**src/rtl/ahb_bus_arbiter_pkg.sv**
```systemverilog
// Shared types and helpers for the AHB-Lite bus arbiter slice.
package ahb_bus_arbiter_pkg;

   localparam int MAX_MASTERS = 16;

   typedef enum logic [1:0] {
      IDLE   = 2'd0,
      BUSY   = 2'd1,
      NONSEQ = 2'd2,
      SEQ    = 2'd3
   } htrans_e;

   typedef enum logic {
      ARB_FIXED = 1'b0,
      ARB_RR    = 1'b1
   } arb_mode_e;

   function automatic logic [3:0] onehot_to_idx(input logic [15:0] oh);
      logic [3:0] idx;
      idx = '0;
      for (int i = 0; i < MAX_MASTERS; i++) begin
         if (oh[i]) idx = idx | 4'(i);
      end
      return idx;
   endfunction

endpackage

```
**src/rtl/ahb_bus_arbiter_if.sv**
```systemverilog
// Request/grant bundle between the bus masters and the arbiter.
interface ahb_bus_arbiter_if #(
   parameter int NUM_MASTERS = 4
) ();
   import ahb_bus_arbiter_pkg::*;

   logic [NUM_MASTERS-1:0] hbusreq;
   logic [NUM_MASTERS-1:0] hlock;
   logic                   hready;
   htrans_e                htrans;
   logic [NUM_MASTERS-1:0] hgrant;
   logic [3:0]             hmaster;
   logic                   hmastlock;

   modport master (
      output hbusreq, hlock, hready, htrans,
      input  hgrant, hmaster, hmastlock
   );

   modport slave (
      input  hbusreq, hlock, hready, htrans,
      output hgrant, hmaster, hmastlock
   );

endinterface

```
**src/rtl/ahb_bus_arbiter_picker.sv**
```systemverilog
// Combinational rotating-priority picker: first set request at or after start, wrapping.
module ahb_bus_arbiter_picker #(
   parameter int N = 4
) (
   input  logic [N-1:0] req,
   input  logic [3:0]   start,
   output logic [N-1:0] gnt,
   output logic         vld
);
   localparam int IW = (N > 1) ? $clog2(N) : 1;

   int          pos;
   logic        found;
   logic [IW-1:0] sel;

   always_comb begin
      gnt   = '0;
      found = 1'b0;
      pos   = 0;
      sel   = '0;
      vld   = |req;
      for (int k = 0; k < N; k++) begin
         pos = int'(start) + k;
         if (pos >= N) pos = pos - N;
         sel = IW'(pos);
         if (!found && req[sel]) begin
            gnt[sel] = 1'b1;
            found    = 1'b1;
         end
      end
   end

endmodule

```
**src/rtl/ahb_bus_arbiter.sv**
```systemverilog
// AHB-Lite multi-master arbiter: lock, burst hold with beat budget, fixed or round-robin
// arbitration, and a default master; grant and address-phase owner are registered.
module ahb_bus_arbiter
   import ahb_bus_arbiter_pkg::*;
#(
   parameter int NUM_MASTERS    = 4,
   parameter int DEFAULT_MASTER = NUM_MASTERS - 1,
   parameter int ARB_MODE       = 0,
   parameter int MAX_HOLD       = 8
) (
   input logic               hclk,
   input logic               hreset,
   ahb_bus_arbiter_if.slave  bus
);
   localparam logic [NUM_MASTERS-1:0] DEF_GNT =
      {{(NUM_MASTERS-1){1'b0}}, 1'b1} << DEFAULT_MASTER;
   localparam logic [7:0] HOLD_MAX = 8'(MAX_HOLD);

   logic [3:0]             rr_ptr;
   logic [7:0]             hold_cnt;
   logic [3:0]             g_idx;
   logic [15:0]            req16;
   logic [15:0]            lock16;
   logic [3:0]             start;
   logic [NUM_MASTERS-1:0] pick_gnt;
   logic                   pick_vld;
   logic                   lock_keep;
   logic                   hold_keep;
   logic [NUM_MASTERS-1:0] next_gnt;
   logic                   changed;

   // Widen per-master vectors so a 4-bit index selects without width games.
   assign req16  = 16'(bus.hbusreq);
   assign lock16 = 16'(bus.hlock);
   assign g_idx  = onehot_to_idx(16'(bus.hgrant));

   always_comb begin
      start = 4'd0;
      if (arb_mode_e'(ARB_MODE[0]) == ARB_RR) begin
         start = (rr_ptr == 4'(NUM_MASTERS - 1)) ? 4'd0 : rr_ptr + 4'd1;
      end
   end

   ahb_bus_arbiter_picker #(.N(NUM_MASTERS)) u_picker (
      .req   (bus.hbusreq),
      .start (start),
      .gnt   (pick_gnt),
      .vld   (pick_vld)
   );

   always_comb begin
      lock_keep = lock16[g_idx] & req16[g_idx];
      hold_keep = (bus.htrans == SEQ) && (MAX_HOLD != 0) && (hold_cnt < HOLD_MAX);
      if (lock_keep || hold_keep) next_gnt = bus.hgrant;
      else if (pick_vld)          next_gnt = pick_gnt;
      else                        next_gnt = DEF_GNT;
      changed = (next_gnt != bus.hgrant);
   end

   // Grant stage and address-phase stage both advance only on ready edges.
   always_ff @(posedge hclk) begin
      if (hreset) begin
         bus.hgrant    <= DEF_GNT;
         bus.hmaster   <= 4'(DEFAULT_MASTER);
         bus.hmastlock <= 1'b0;
         rr_ptr        <= 4'(DEFAULT_MASTER);
         hold_cnt      <= '0;
      end else if (bus.hready) begin
         bus.hgrant    <= next_gnt;
         bus.hmaster   <= g_idx;
         bus.hmastlock <= lock16[g_idx];
         if (changed) begin
            rr_ptr   <= onehot_to_idx(16'(next_gnt));
            hold_cnt <= '0;
         end else if (!lock_keep) begin
            if (bus.htrans == SEQ) begin
               if (hold_cnt < HOLD_MAX) hold_cnt <= hold_cnt + 8'd1;
            end else if (bus.htrans != BUSY) begin
               hold_cnt <= '0;
            end
         end
      end
   end

endmodule

```
**src/flat_wrapper.sv**
```systemverilog
// flat-port wrapper written by rule: the top's interface ports become plain ports
module ahb_bus_arbiter_flat import ahb_bus_arbiter_pkg::*;
#(
   parameter int NUM_MASTERS    = 4,
   parameter int DEFAULT_MASTER = NUM_MASTERS - 1,
   parameter int ARB_MODE       = 0,
   parameter int MAX_HOLD       = 8
)
  (hclk, hreset, bus_hbusreq, bus_hlock, bus_hready, bus_htrans, bus_hgrant, bus_hmaster, bus_hmastlock);
  ahb_bus_arbiter_if #(.NUM_MASTERS(NUM_MASTERS)) bus_i ();
  input logic hclk;
  input logic hreset;
  input wire logic [$bits(bus_i.hbusreq)-1:0] bus_hbusreq;
  input wire logic [$bits(bus_i.hlock)-1:0] bus_hlock;
  input wire logic [$bits(bus_i.hready)-1:0] bus_hready;
  input wire logic [$bits(bus_i.htrans)-1:0] bus_htrans;
  output wire logic [$bits(bus_i.hgrant)-1:0] bus_hgrant;
  output wire logic [$bits(bus_i.hmaster)-1:0] bus_hmaster;
  output wire logic [$bits(bus_i.hmastlock)-1:0] bus_hmastlock;
  assign bus_i.hbusreq = bus_hbusreq;
  assign bus_i.hlock = bus_hlock;
  assign bus_i.hready = bus_hready;
  assign bus_i.htrans = bus_htrans;
  assign bus_hgrant = bus_i.hgrant;
  assign bus_hmaster = bus_i.hmaster;
  assign bus_hmastlock = bus_i.hmastlock;
  ahb_bus_arbiter #(.NUM_MASTERS(NUM_MASTERS), .DEFAULT_MASTER(DEFAULT_MASTER), .ARB_MODE(ARB_MODE), .MAX_HOLD(MAX_HOLD)) u_core (.hclk(hclk), .hreset(hreset), .bus(bus_i));
endmodule
```
**config.mk**
```make
export PLATFORM = sky130hd
export DESIGN_NAME = ahb_bus_arbiter_flat
export DESIGN_NICKNAME = d
export VERILOG_FILES = /design/src/rtl/ahb_bus_arbiter_pkg.sv /design/src/rtl/ahb_bus_arbiter_if.sv /design/src/rtl/ahb_bus_arbiter_picker.sv /design/src/rtl/ahb_bus_arbiter.sv /design/src/flat_wrapper.sv
export SDC_FILE = /design/constraint.sdc
export NUM_CORES = 1
export LEC_CHECK = 0
export BUFFER_PORTS_ARGS = -buffer_cell sky130_fd_sc_hd__buf_2
export CAP_MARGIN = 20
export CORE_MARGIN = 2
export CORE_UTILIZATION = 50
export DETAILED_ROUTE_END_ITERATION = 10
export GPL_TIMING_DRIVEN = 0
export HOLD_SLACK_MARGIN = 0.03
export PLACE_DENSITY = 0.76
export SLEW_MARGIN = 20
export SYNTH_ARGS = -nofsm -noshare
export SYNTH_HDL_FRONTEND = slang
export SYNTH_SLANG_ARGS = --single-unit
```
**constraint.sdc**
```tcl
create_clock -name hclk -period 4.79 [get_ports hclk]
set_clock_uncertainty 0.15 [all_clocks]
set_input_delay 0 -clock hclk [delete_from_list [all_inputs] [get_ports hclk]]
set_output_delay 0 -clock hclk [all_outputs]
set_load 0.05 [all_outputs]
```
==> impl_metrics.tcl <==
set metrics [dict create \
    ir_worst_vdd_v 0.0001863 \
    grt_pass1_wl_um 3470 \
    rsz0062_at_grt "no" \
    io_pins 22 \
    nNetsFinal 154 \
    synth_seq_area_share 0.3221 \
    tritoncts "yes" \
    dpl_cell_area_um2 1057 \
    antenna_found_initial 0 \
    hold_end "u_core.bus.hgrant[0]" \
    ys_seq_elements 15 \
    path_cells "clkbuf_1, nor3_1, o31a_1, or4b_4, a31oi_4, a22o_2" \
    grt_pass1_vias 805 \
    floorplan.initialDensity 0.5341 \
    avgRoutedWirePerCell_um 13.41 \
    rows 15 \
    synthCells 110 \
    dp_hpwl_um 1541 \
    synthArstFlopShare 0 \
    final_common_cell "buf_2" \
    r2r_setup_slack_ns 2.46 \
    r2r_end "u_core.hold_cnt[3]" \
    synthAdderAreaFrac 0.01342 \
    synth-xor-area-share 0 \
    diodes 0 \
    wl_um 2200 \
    cts.path.max_buffers 2 \
    netlist_area_um2 932.1 \
    arrival_ns 2.43 \
    cp-start-kind "register" \
    regToRegStartpoint "u_core.bus.hgrant[3]" \
    fp.dieW_um 47.18 \
    ant_nets 0 \
    instances_no_fill 164 \
    firstDrtPassIters 4 \
    fin_util 0.6573 \
    synth_area_per_cell_um2 8.474 \
    slew_violations 0 \
    grt_overflow 0 \
    dp.cells 154 \
    tightest_slew_ns 0.6709 \
    design_area_um2 1147 \
    yosys_warnings 0 \
    ys.flop_type "dfxtp_1" \
    clk_pin_slew_ns 0.09 \
    p_per_area_nw_per_um2 245.9 \
    track_usage 0.2226 \
    root_buffer "clkbuf_4" \
    grt_max_degree 11 \
    routabilityCongestion 0.8159 \
    portBuffers 18 \
    cts_sinks 15 \
    cp.required_ns 4.89 \
    finalCritPeriodShare 0.4864 \
    cts-buffers-inserted 3 \
    path_class "reg -> reg" \
    status "completed" \
    vias_per_cell 5.732 \
    die_y_um 47.18 \
    drt_iter0_markers 31 \
    tns_ns 0 \
    path_max_fanout 10 \
    end_kind "register" \
    max_cap_violations 0 \
    p_leak_nw 0.4860 \
    cp_slowest_cell "or4b_4" \
    hold_depth 4 \
    fillCellCount 157 \
    yosysTopAreaCell "dfxtp_1" \
    synth-edff-count 0 \
    clk_latency_ns 0.29 \
    min_path_type "in -> reg" \
    regArea_um2 300.3 \
    synth_top_family_by_area "simple AND/OR/NAND/NOR gates" \
    htreeDepth 1 \
    relSlewSlack 0.5527 \
    synth_mux_area_frac 0.06577 \
    synth_compound_gate_area_share 0.1973 \
    dr_total_vias 940 \
    synth-simple-area-share 0.3235 \
    final_cell_mix "buf_2, dfxtp_1, nor2_1, and2_1, dlygate4sd3_1" \
    multiInputGateArea_um2 566.8 \
    core_area_um2 1745 \
    critical_path_buf_inv_count 1 \
    cp_top_family "compound AO/OA/AOI/OAI gates" \
    syn_to_final_growth_pct 23.09 \
    r2r_cells 6 \
    setup_viol 0 \
    hp-start "bus_hbusreq[0]" \
    drc 0 \
    die_area_um2 2225 \
    ys_types 47 \
    final_layout_size_suffix_gt1_frac 0.2518 \
    yosysTopAreaCellShare 0.3221 \
    hold_violations 0 \
    critical-path-max-stage-delay_ns 0.58 \
    synth_area_leaders "dfxtp_1, mux2i_1, and2_1, nor2_1, nand2b_1" \
    min_period_ns 2.330 \
    fmax_mhz 429.2 \
]
## area by class of cell
type	count	area share
flip-flops and latches	15	0.2617
repair buffers	24	0.1309
clock buffers	3	0.01963
well taps	25	0.02726
multi-input cells	82	0.4940
inverters	5	0.01636
clock inverters	1	0.006543
plain buffers	9	0.04362
## how the worst max path moves through the flow
| stage | from | end | slack (ns) | depth (start not counted) |
|---|---|---|---|---|
| 2_1_floorplan | u_core.bus.hgrant[3] | u_core.hold_cnt[0] | 2.33 | 6 |
| 3_3_place_gp | u_core.bus.hgrant[3] | u_core.hold_cnt[3] | 2.50 | 6 |
| 6_report | u_core.bus.hgrant[3] | u_core.hold_cnt[3] | 2.46 | 6 |
| 4_1_cts | u_core.bus.hgrant[3] | u_core.hold_cnt[3] | 2.48 | 6 |
| 5_1_grt | u_core.bus.hgrant[1] | u_core.bus.hgrant[3] | 2.36 | 6 |
| 3_5_place_dp | u_core.bus.hgrant[3] | u_core.hold_cnt[0] | 2.51 | 6 |
## per-stage QoR
step | power [W] | setup WS (ns) | hold slack (ns)
finish | 0.0002821 | 2.460 | 0.09335
detailed placement | 0.0002041 | 2.508 | 0.1911
global placement | 0.0002034 | 2.502 | 0.1793
global route | 0.0002957 | 2.357 | 0.1610
CTS | 0.0002827 | 2.483 | 0.08106
floorplan | 0.0001870 | 2.330 | 0.03863
## layer usage
metal | wire [µm] | share of wire | global-route usage | vias to the layer above
met5 | 0 | 0 | 0 | -
met4 | 51 | 0.023 | 0.08333 | 0
met3 | 148 | 0.067 | 0.05769 | 8
met2 | 1050 | 0.48 | 0.3644 | 44
met1 | 949 | 0.43 | 0.2807 | 428
li1 | - | - | - | 460
## state kept, by name (all words and copies together) (netlist names)
signal	flops
u_core.hold_cnt	8
u_core.bus.hgrant	4
u_core.bus.hmaster	2
u_core.bus.hmastlock	1
## kinds of logic after synthesis
family | Yosys count
mux | 6
compound gates | 22
flops | 15
fa+ha+maj | 1
simple gates | 51
buf+inv | 14
other cells | 1
## worst reg2reg max path, cell delays in order (launching register included)
cell	delay, ns
dfxtp_1	0.33
clkbuf_1	0.33
nor3_1	0.12
o31a_1	0.33
or4b_4	0.58
a31oi_4	0.27
a22o_2	0.18
## what timing repair did
action	4_1_cts	5_1_grt
setup endpoints to repair	0	0
buffers inserted	0	0
hold endpoints to repair	8	0
resized for setup	0	0
hold buffers	6	0
## Yosys cell counts (3+ instances only)
cell      count
a21oi_1       3
and2_1        6
clkbuf_1      5
dfxtp_1      15
inv_1         5
mux2i_1       5
nand2_1       4
nand2b_1      4
nor2_1        9
nor3_1        5
nor4_1        4
o21ai_0       3
## power by group
part | total (W) | internal [W] | switching, W | leakage, nW
Combinational | 0.0000755 | 0.0000283 | 0.0000472 | 0.350
Clock | 0.0000756 | 0.0000319 | 0.0000438 | 0.0139
Sequential | 0.000131 | 0.000129 | 0.00000243 | 0.122
Total | 0.000282 | 0.000189 | 0.0000934 | 0.486
Note: power is estimated with default switching activity, not from simulation.
